File: src/rtl/inst_fetch_unit.sv
// Instruction fetch stage: owns the PC, fetches words over a req/ack port and
// holds each word on a valid/ready port to the decoder, redirecting on jump/branch.
module inst_fetch_unit #(
  parameter logic [31:0] RESET_PC = 32'h0000_0000
) (
  input  logic        clk,
  input  logic        rst_n,
  input  logic        fetch_en,
  output logic        imem_req,
  output logic [31:0] imem_addr,
  input  logic        imem_ack,
  input  logic [31:0] imem_rdata,
  output logic        inst_valid,
  output logic [31:0] instruction,
  output logic [31:0] inst_pc,
  input  logic        inst_ready,
  input  logic        jump,
  input  logic [25:0] jump_immediate,
  input  logic        branch_taken,
  input  logic [15:0] branch_offset,
  output logic [31:0] inst_count,
  output logic [1:0]  state_dbg
);

  // Handshakes: a memory transfer completes in the cycle imem_ack is high while
  // imem_req is high; a decoder handoff completes on any edge where
  // inst_valid & inst_ready are both high. Neither side may retract data early.

  typedef enum logic [1:0] {
    IDLE  = 2'd0,
    FETCH = 2'd1,
    HOLD  = 2'd2
  } state_t;

  localparam logic [31:0] RESET_PC_W = {RESET_PC[31:2], 2'b00};

  state_t      state, state_n;
  logic [31:0] pc;
  logic [31:0] pc4;
  logic [31:0] next_pc;
  logic        handoff;

  assign handoff   = (state == HOLD) && inst_ready;
  assign imem_addr = pc;
  assign state_dbg = state;

  // Jump keeps the upper nibble of pc+4; branch offsets are word counts.
  always_comb begin
    pc4 = pc + 32'd4;
    if (jump)
      next_pc = {pc4[31:28], jump_immediate, 2'b00};
    else if (branch_taken)
      next_pc = pc4 + {{14{branch_offset[15]}}, branch_offset, 2'b00};
    else
      next_pc = pc4;
  end

  always_ff @(posedge clk) begin
    if (!rst_n) state <= IDLE;
    else        state <= state_n;
  end

  always_comb begin
    state_n = state;
    case (state)
      IDLE:    if (fetch_en) state_n = FETCH;
      FETCH:   if (imem_ack) state_n = HOLD;
      HOLD:    if (inst_ready) state_n = fetch_en ? FETCH : IDLE;
      default: state_n = IDLE;
    endcase
  end

  // imem_req and inst_valid are exactly "next state is FETCH / HOLD", registered.
  always_ff @(posedge clk) begin
    if (!rst_n) begin
      pc          <= RESET_PC_W;
      imem_req    <= 1'b0;
      inst_valid  <= 1'b0;
      instruction <= 32'h0;
      inst_pc     <= 32'h0;
      inst_count  <= 32'h0;
    end else begin
      imem_req   <= (state_n == FETCH);
      inst_valid <= (state_n == HOLD);
      if (state == FETCH && imem_ack) begin
        instruction <= imem_rdata;
        inst_pc     <= pc;
      end
      if (handoff) begin
        pc         <= next_pc;
        inst_count <= inst_count + 32'd1;
      end
    end
  end

endmodule

File: config.mk
export PLATFORM = sky130hd
export DESIGN_NAME = inst_fetch_unit
export DESIGN_NICKNAME = d
export VERILOG_FILES = /design/src/rtl/inst_fetch_unit.sv
export SDC_FILE = /design/constraint.sdc
export NUM_CORES = 1
export LEC_CHECK = 0
export CAP_MARGIN = 15
export CORE_AREA = 2 2 126 128
export CTS_CLUSTER_DIAMETER = 200
export DETAILED_ROUTE_END_ITERATION = 6
export DIE_AREA = 0 0 128 130
export GPL_ROUTABILITY_DRIVEN = 0
export PLACE_DENSITY = 0.85
export SLEW_MARGIN = 20
export SYNTH_ARGS = -nofsm -noshare
export SYNTH_HDL_FRONTEND = slang
export SYNTH_SLANG_ARGS = --single-unit
File: constraint.sdc
create_clock -name clk -period 8.8 [get_ports clk]
set_input_delay 2.2 -clock clk [delete_from_list [all_inputs] [get_ports clk]]
set_output_delay 2.2 -clock clk [all_outputs]
set_load 0.05 [all_outputs]
# Word level (Yosys, flattened, before mapping)
# Cells that the tools add are included.
op_classes:
  addsub: 3
  eq_ne: 4
  muxes: 7
  n_reduce_logical: 3
op_table:
  columns: ["op", "n"]
  rows:
  - ["two-way mux 32 bit", 2]
  - ["adder 32 x 1 -> 32 bit (second input constant)", 1]
  - ["adder 32 x 3 -> 32 bit (second input constant)", 1]
  - ["adder 32 bit", 1]
  - ["two-way mux 2 bit", 3]
  - ["one-hot mux 2 bit (3 select lines)", 1]
  - ["== test 2 x 1 -> 1 bit (second input constant)", 2]
  - ["== test 2 bit (second input constant)", 2]
  - ["logical AND 1 bit", 2]
  - ["logical NOT 2 bit", 1]
  - ["two-way mux 1 bit", 1]
totals:
  reg_bits: 132
  inputBits: 81
  out_inout_bits: 132
  word_cells: 24

# Longest topological paths before layout
# Gate-level depths: netlist (run 1).
depth:
  ltp_word: 4
  depth_mapped: 16

# Worst setup path after synthesis (run 1)
# Ideal clock, no wire load.
synth_path:
  kind: "input to register"
  startpoint: "in branch_offset[0]"
  endpoint: "reg pc[22], in the netlist imem_addr[22]"
  setup_time_ps: 62
  t_arrival_ps: 4155
  required_time_ps: 8738
  path_slack_ps: 4582
  path_stages: 10
  path_cell_list: "ha_1 > fa_1 > a211oi_2 > o21ai_4 > nand3_2 > nor3b_4 > o41ai_2 > xnor2_1 > a211o_1 > nand3_2"
synth_via:
  elab_chain_len: 3
synth_rtl:
  columns: ["item", "line_no", "text"]
  rows:
  - ["from (decl)", "20", "input logic [15:0] branch_offset,"]
  - ["adder 32 bit", "53", "next_pc = pc4 + {{14{branch_offset[15]}}, branch_offset, 2'b00};"]
  - ["two-way mux 32 bit", "52", "else if (branch_taken)"]
  - ["two-way mux 32 bit", "50", "if (jump)"]
  - ["to (signal assigned)", "90", "pc <= next_pc;"]
  - ["to (decl)", "38", "logic [31:0] pc;"]
# No other way between the ends.
# A chain may end at the register's enable or synchronous reset.

# Worst setup path in the final report (run 1)
layout_path:
  startpoint: "in branch_offset[15]"
  endpoint: "reg pc[31], in the netlist imem_addr[31]"
# The elaborated chain is that of the path after synthesis.

==> results.toml, run 1 <==
[global_route]
grt_start_max_net_pins = 87
gr-total-overflow = 0
gr-usage-all-layers_pct = 28.2
antenna_found_initial = 0
grt_pass1_vias = 7338
grt_pass1_wl_um = 37100

[clocking]
htreeDepth = 4
cts_tree = "yes"
ctsResizeCount = 0
clkLatencyLatePin_ps = 420
cts_hold_buffers = 0
cts_setup_buffers = 0
cts_buffer_depth = 2
clkTransAtPathRegs_ps = 50
cts_buffers = 17
root_buffer = "clkbuf_16"
cts.sinks = 128

[drt]
drtPass1Iterations = 5
drc = 0
vias = 7861
drt_iter0_markers = 629
ant_nets = 0
viasPerCell = 5.80
drt_wl_total_um = 24100
wl_per_cell_um = 17.8

[die]
ioPinCount = 213
initial_core_util_pct = 51.4
die_area_mm2 = 0.0166
num_rows = 46
coreArea_mm2 = 0.0154
die_y_um = 130
die_x_um = 128

[sta]
drv_slew = 0
post-route-period-util_pct = 59.7
finalHoldViolCount = 0
whs_ps = 463
tns_ps = 0
final.setup.worst_slack_ps = 3550
finalSetupViolations = 0
finalCriticalPeriod_ps = 5250
slew_headroom_pct = 35.3
finClkSkew_ps = 8.81
rsz0062_at_grt = "false"
tightest_slew_ps = 967
timing.fmax_mhz = 190

[synth]
yosys_most_used_dff = "dfxtp_1"
synth-seq-cells = 128
synth_mux_area_share_pct = 1.42
synth_edf_count = 0
syn_area_per_cell_um2 = 8.17
seq_area_frac_synth_pct = 32.3
synthSimpleGateAreaFrac_pct = 25.4
ys_warn_count = 0
synthArstFlopShare_pct = 0
ys_top_cells_by_area = "dfxtp_1 (32%), nand2_1 (9.1%), a21boi_0 (6.5%)"
synth_largest_area_cell = "dfxtp_1"
netlist_area_mm2 = 0.00793
synth_top_family_by_area = "simple AND/OR/NAND/NOR gates"
yosysUniqueCellTypes = 79
synth_fa_ha_area_share_pct = 6.25
synth_xor_area_share_pct = 8.16
netlist_instances = 970
yosysTopAreaCellShare_pct = 32.3
synth_compound_area_share_pct = 21.6

[status]
outcome = "complete, no violations"

[setup_path]
slowest_delay_ps = 920
crit_family = "compound AO/OA/AOI/OAI gates"
worstPathArrival_ps = 5590
setup.worst_path.start = "branch_offset[15]"
rr_worst_depth = 14
path_class = "in -> reg"
cp.depth = 10
critPathCapture = "imem_addr[31]"
start_kind = "input port"
critPathRequiredTime_ps = 9140
r2r_setup_slack_ps = 4500
path_buf_inv = 1
cp_max_fo = 24
critPathSlowestCell = "clkdlybuf4s50_1"
regToRegStartpoint = "imem_addr[5]"
cp_cell_sequence = "clkdlybuf4s50_1 > ha_1 > a21oi_1 > a211oi_1 > o21ai_1 > or3_1 > o32a_1 > o2111ai_1 > mux4_2 > o2111ai_1"
path_common_cell = "o2111ai_1"
endpoint_kind = "register"
worstReg2RegEnd = "imem_addr[31]"

[final_layout]
drive_gt1_share_pct = 6.11
syn_to_final_growth_pct = 34.5
nets = 1269
final_area_mm2 = 0.0107
final_cells = 1355
postLayoutCoreUtil_pct = 69.1

[worst_hold_path]
hp-class = "reg -> reg"

[power_and_ir_drop]
vdd_drop_max_uv = 157
p_per_area_mw_per_mm2 = 152
power_mw = 1.62
cellLeakagePower_nw = 4.04

[place]
dpl_cell_area_mm2 = 0.0100
port_buffers = 208
place_inst = 1322
pre_cts_slack_ps = 3240
dp_hpwl_um = 17300

[run]
cap_violations = 0
registers in the layout (all words and copies together), names as in the netlist:
register / cells
inst_count: 32
instruction: 32
imem_addr: 30
inst_pc: 30
state_dbg: 2
imem_req: 1
inst_valid: 1
cell usage after synthesis (10+ instances only):
cell type and number:
nand2_1 193, dfxtp_1 128, a21boi_0 69, xnor2_1 55, nand3_1 40, and2_1 38, clkbuf_1 38, ha_1 38
o21ai_0 38, nor2_1 35, a21oi_1 34, nand4_1 32, xor2_1 17, and3_1 12, inv_1 12, or3_1 11
and4_1 10, o21ai_1 10
how the worst min path moves through the flow:
| stage | startpoint | end | slack [ps] | cells after the start |
|---|---|---|---|---|
| 6_report | inst_pc[21] | inst_pc[21] | 460 | 2 |
| 5_1_grt | instruction[5] | instruction[5] | 480 | 2 |
| 4_1_cts | inst_pc[21] | inst_pc[21] | 470 | 2 |
| 3_5_place_dp | instruction[2] | instruction[2] | 460 | 2 |
| 3_3_place_gp | inst_pc[29] | inst_pc[29] | 450 | 2 |
| 2_1_floorplan | inst_pc[26] | inst_pc[26] | 680 | 2 |
worst min-delay path: cells and delay by family, from the launching register on:
kind            cells  cell delay, ps
flops               1             300
compound gates      1              60
simple gates        1              40
placed cells by master (no fill, tap or decap), types with 9 or more instances in the layout:
cell type        count
clkdlybuf4s50_1    207
nand2_1            193
dfxtp_1            128
a21boi_0            69
xnor2_1             55
nand3_1             40
and2_1              38
o21ai_0             38
ha_1                38
nor2_1              34
a21oi_1             34
nand4_1             32
xor2_1              17
clkbuf_16           17
inv_1               12
and3_1              12
or3_1               11
and4_1              10
o21ai_1             10
a21o_1               9
mux2i_1              9
where the power goes:
group | leakage [nW] | total (mW) | switching [mW] | internal [mW]
Combinational | 2.68 | 0.217 | 0.128 | 0.0896
Sequential | 1.03 | 0.599 | 0.00955 | 0.589
Clock | 0.326 | 0.806 | 0.273 | 0.533
Total | 4.04 | 1.62 | 0.410 | 1.21
cell type report:
cell class,count,area [µm²]
well taps,192,240
multi-input cells,773,5010
diodes,1,2.50
clock inverters,13,234
inverters,13,48.8
repair buffers,216,2140
fillers,1230,4760
clock buffers,19,433
flip-flops and latches,128,2560
cells by family (layout without fill, tap and decap cells):
family	after synthesis	in the layout
simple gates	407	407
compound gates	240	240
flops	128	128
xor+xnor	73	73
buf+inv	72	261
fa+ha+maj	39	39
mux	10	10
other cells	1	5
routing by layer:
layer / GRT usage [%] / wire length, µm
met5: 0 / 6
met4: 12.2 / 815
met3: 5.70 / 1910
met2: 46.6 / 11300
met1: 36.1 / 10100
Power figures use the tool's default switching activity.
==> inputs of run 2 (changes only) <==
--- a/config.mk
+++ b/config.mk
@@ -6,12 +6,12 @@
 export NUM_CORES = 1
 export LEC_CHECK = 0
 export CAP_MARGIN = 15
-export CORE_AREA = 2 2 126 128
+export CORE_AREA = 2 2 131 133
 export CTS_CLUSTER_DIAMETER = 200
 export DETAILED_ROUTE_END_ITERATION = 6
-export DIE_AREA = 0 0 128 130
+export DIE_AREA = 0 0 133 135
 export GPL_ROUTABILITY_DRIVEN = 0
-export PLACE_DENSITY = 0.85
+export PLACE_DENSITY = 0.79
 export SLEW_MARGIN = 20
 export SYNTH_ARGS = -nofsm -noshare
 export SYNTH_HDL_FRONTEND = slang
==> constraint.sdc (replaced) <==
create_clock -name clk -period 4.9 [get_ports clk]
set_input_delay 1.225 -clock clk [delete_from_list [all_inputs] [get_ports clk]]
set_output_delay 1.225 -clock clk [all_outputs]
set_load 0.05 [all_outputs]
==> results.toml, run 2 (same netlist as run 1, synthesis figures left out) <==
[status]
outcome = "complete, no violations"

[sta]
timing.fmax_mhz = 245
finalCriticalPeriod_ps = 4070
slew_headroom_pct = 48.7
final.setup.worst_slack_ps = 826
rsz0062_at_grt = "false"
drv_slew = 0
finClkSkew_ps = 12.0
tightest_slew_ps = 765
finalSetupViolations = 0
tns_ps = 0
post-route-period-util_pct = 83.1
finalHoldViolCount = 0

[setup_path]
worstReg2RegEnd = "imem_addr[31]"
critPathRequiredTime_ps = 5220
rr_worst_depth = 12
worstPathArrival_ps = 4400
r2r_setup_slack_ps = 830
start_kind = "register"
cp_max_fo = 7
path_class = "reg -> reg"
regToRegStartpoint = "imem_addr[13]"
endpoint_kind = "register"

[final_layout]
diodes = 0
largestRegisters = "inst_count: 32 flops, instruction: 32 flops"
layout_common_cells = "clkdlybuf4s50_1 (207), nand2_1 (193), dfxtp_1 (128), a21boi_0 (69), xnor2_1 (55)"
layout_commonest_cell = "clkdlybuf4s50_1"
drive_gt1_share_pct = 6.76
nets = 1276
syn_to_final_growth_pct = 35.1

[global_route]
grt_pass1_vias = 7380
gr-usage-all-layers_pct = 26.6
antenna_found_initial = 0
grt_start_max_net_pins = 84
grt_pass1_wl_um = 38000
gr-total-overflow = 0

[worst_hold_path]
hp-class = "reg -> reg"
whs_path_depth = 2
whs_endpoint = "inst_pc[9]"
min_from = "inst_pc[9]"

[clocking]
ctsResizeCount = 0
cts.sinks = 128
cts_buffer_depth = 2
root_buffer = "clkbuf_16"
htreeDepth = 4
cts_hold_buffers = 0
cts_tree = "yes"
cts_buffers = 17
clkLatencyLatePin_ps = 420
cts_setup_buffers = 0
clkTransAtPathRegs_ps = 60

[drt]
drt_wl_total_um = 24000
drc = 0
vias = 7858
ant_nets = 0
viasPerCell = 5.66
wl_per_cell_um = 17.3
drtPass1Iterations = 5
drt_iter0_markers = 577

[die]
num_rows = 47
ioPinCount = 213
initial_core_util_pct = 48.3
coreArea_mm2 = 0.0164
die_y_um = 135
die_x_um = 133
die_area_mm2 = 0.0180

[power_and_ir_drop]
cellLeakagePower_nw = 4.06
p_per_area_mw_per_mm2 = 262
vdd_drop_max_uv = 230
power_mw = 2.81

[place]
port_buffers = 208
pre_cts_slack_ps = 618
dp_hpwl_um = 17500

[run]
cap_violations = 0
## run 2: cell types whose count changed in the layout (fill, tap and decap cells not counted), sizes merged
cell	previous run	this run
clkbuf	19	18
buf	9	16
bufinv	6	4
diode	1	0
clkinvlp	0	2
## run 2: metal layers
layer,wire (µm),track usage [%]
met2,11400,43.9
met5,0,0
met1,10500,34.6
met4,774,10.9
met3,1270,4.35
## run 2: power by group
part	internal [mW]	switching (mW)	total (mW)
registers	1.06	0.0167	1.08
logic	0.164	0.231	0.395
clock network	0.863	0.476	1.34
## run 2: cell type report
| type | instances | area (µm²) |
|---|---|---|
| multi-input combinational | 773 | 5010 |
| clock buffer | 18 | 439 |
| tap | 220 | 275 |
| fill | 1377 | 5700 |
| sequential | 128 | 2560 |
| clock inverter | 13 | 185 |
| timing repair buffer | 223 | 2190 |
| inverter | 13 | 48.8 |
## run 2: how the worst max path moves through the flow
stage / startpoint / end / slack (ps) / cells after the start
CTS: imem_addr[12] / imem_addr[31] / 890 / 12
global route: imem_addr[13] / imem_addr[31] / 620 / 12
finish: imem_addr[13] / imem_addr[31] / 830 / 12
global placement: branch_offset[15] / imem_addr[27] / 790 / 11
detailed placement: branch_offset[15] / imem_addr[27] / 620 / 11
floorplan: imem_addr[12] / imem_addr[31] / 1140 / 16
## run 2: worst max-delay path: stages (launching register included)
cell and delay, ps:
dfxtp_1 500, and4_1 330, and4_1 380, and3_1 300, nand2_1 100, xnor2_1 160
ha_1 440, nand4_1 260, a2111oi_0 540, o21ai_1 250, o2111ai_1 290, mux4_2 320
o2111ai_1 110
## run 2: stage by stage
step	instance area (µm²)	hold WS (ps)	util, %	cells
finish	10700	462	65.3	1388
global placement	10100	451	61.5	1357
floorplan	7940	677	-	973
global route	10700	484	65.3	1388
CTS	10700	465	65.3	1388
detailed placement	10100	457	61.5	1357
==> inputs of run 3 (changes only) <==
--- a/config.mk
+++ b/config.mk
@@ -6,12 +6,12 @@
 export NUM_CORES = 1
 export LEC_CHECK = 0
 export CAP_MARGIN = 15
-export CORE_AREA = 2 2 131 133
+export CORE_AREA = 2 2 136 138
 export CTS_CLUSTER_DIAMETER = 200
 export DETAILED_ROUTE_END_ITERATION = 6
-export DIE_AREA = 0 0 133 135
+export DIE_AREA = 0 0 138 140
 export GPL_ROUTABILITY_DRIVEN = 0
-export PLACE_DENSITY = 0.79
+export PLACE_DENSITY = 0.77
 export SLEW_MARGIN = 20
 export SYNTH_ARGS = -nofsm -noshare
 export SYNTH_HDL_FRONTEND = slang
==> constraint.sdc (replaced) <==
create_clock -name clk -period 3.63 [get_ports clk]
set_input_delay 0.9075 -clock clk [delete_from_list [all_inputs] [get_ports clk]]
set_output_delay 0.9075 -clock clk [all_outputs]
set_load 0.05 [all_outputs]
==> results.toml, run 3 (same netlist as run 1, synthesis figures left out) <==
[status]
outcome = "complete, no violations"

[setup_path]
worstReg2RegEnd = "imem_addr[31]"
worstPathArrival_ps = 3890
critPathRequiredTime_ps = 3970
rr_worst_depth = 14
start_kind = "register"
endpoint_kind = "register"
path_class = "reg -> reg"
regToRegStartpoint = "imem_addr[12]"
r2r_setup_slack_ps = 80
cp_max_fo = 8

[final_layout]
syn_to_final_growth_pct = 38.8
layout_commonest_cell = "clkdlybuf4s50_1"
drive_gt1_share_pct = 10.7
fillers = 1532
postLayoutCoreUtil_pct = 61.9
diodes = 0
nets = 1307
largestRegisters = "inst_count: 32 flops, instruction: 32 flops"
layout_common_cells = "clkdlybuf4s50_1 (207), nand2_1 (193), dfxtp_1 (117), a21boi_0 (69), xnor2_1 (54)"

[clocking]
cts_buffers = 17
cts.sinks = 128
cts_tree = "yes"
clkTransAtPathRegs_ps = 60
cts_hold_buffers = 0
cts_setup_buffers = 0
cts_buffer_depth = 2
htreeDepth = 4
root_buffer = "clkbuf_16"
ctsResizeCount = 0
clkLatencyLatePin_ps = 420

[global_route]
gr-usage-all-layers_pct = 26.1
grt_pass1_vias = 7676
gr-total-overflow = 0
grt_pass1_wl_um = 40800
antenna_found_initial = 0
grt_start_max_net_pins = 68

[drt]
drc = 0
ant_nets = 0
drtPass1Iterations = 5
drt_iter0_markers = 791
wl_per_cell_um = 18.0
viasPerCell = 5.58
vias = 7963
drt_wl_total_um = 25700

[worst_hold_path]
whs_endpoint = "instruction[6]"
hp-class = "reg -> reg"
whs_path_depth = 2
min_from = "instruction[6]"

[sta]
finClkSkew_ps = 9.18
tns_ps = 0
finalCriticalPeriod_ps = 3550
final.setup.worst_slack_ps = 84.5
slew_headroom_pct = 58.9
tightest_slew_ps = 617
drv_slew = 0
finalHoldViolCount = 0
post-route-period-util_pct = 97.7
timing.fmax_mhz = 282
rsz0062_at_grt = "true"
finalSetupViolations = 0

[run]
cap_violations = 0

[power_and_ir_drop]
cellLeakagePower_nw = 4.23
vdd_drop_max_uv = 353
power_mw = 3.75
p_per_area_mw_per_mm2 = 341

[die]
die_y_um = 140
coreArea_mm2 = 0.0178
die_x_um = 138
initial_core_util_pct = 44.6
ioPinCount = 213
die_area_mm2 = 0.0193
num_rows = 49

[place]
dp_hpwl_um = 18500
port_buffers = 208
pre_cts_slack_ps = 120
[run 3: cell types whose count changed in the layout (fill, tap and decap cells not counted), sizes merged]
cell,before,now
buf,16,47
bufinv,4,3
clkinv,6,7
[run 3: cell type report]
cell class | instances | area [µm²] | share of cell area, %
multi-input combinational | 773 | 5050 | 45.9
sequential | 128 | 2580 | 23.4
timing repair buffer | 254 | 2450 | 22.3
clock buffer | 18 | 429 | 3.90
tap | 229 | 287 | 2.60
clock inverter | 13 | 164 | 1.49
inverter | 13 | 48.8 | 0.443
[run 3: how the worst max path moves through the flow]
| stage | slack, ps | start | end |
|---|---|---|---|
| after global placement | 140 | branch_offset[15] | imem_addr[31] |
| final | 80 | imem_addr[12] | imem_addr[31] |
| after detailed placement | 120 | branch_offset[15] | imem_addr[31] |
| after global routing | -60 | imem_addr[12] | imem_addr[31] |
| after floorplan | 5 | imem_addr[7] | imem_addr[31] |
| after CTS | 130 | imem_addr[12] | imem_addr[31] |
[run 3: routing by layer]
layer | wire length (µm) | track usage (%) | vias to the layer above
li1 | - | - | 3867
met4 | 820 | 11.0 | 0
met3 | 2140 | 6.09 | 74
met5 | 0 | 0 | -
met1 | 10800 | 33.6 | 3644
met2 | 11900 | 42.3 | 378
[run 3: where the power goes]
part	leakage [nW]	switching, mW	internal (mW)
sequential	1.04	0.0196	1.43
combinational	2.90	0.324	0.233
clock	0.287	0.669	1.08
total	4.23	1.01	2.74
[run 3: critical path, cell delays in order (launching register included)]
cell	delay (ps)
dfxtp_2	410
and4_1	230
and4_1	260
and3_2	280
nand4_1	160
xnor2_2	200
ha_1	350
a211oi_1	80
a211oi_1	260
o21ai_1	150
or3_1	360
o32a_1	190
o2111ai_1	110
mux4_2	320
o2111ai_1	100
[run 3: per-stage QoR]
step	hold WS (ps)	cell area [µm²]	cells
after CTS	465	11000	1428
final	462	11000	1428
after detailed placement	457	10400	1397
after global routing	480	11000	1428
after floorplan	592	7950	973
after global placement	451	10400	1397
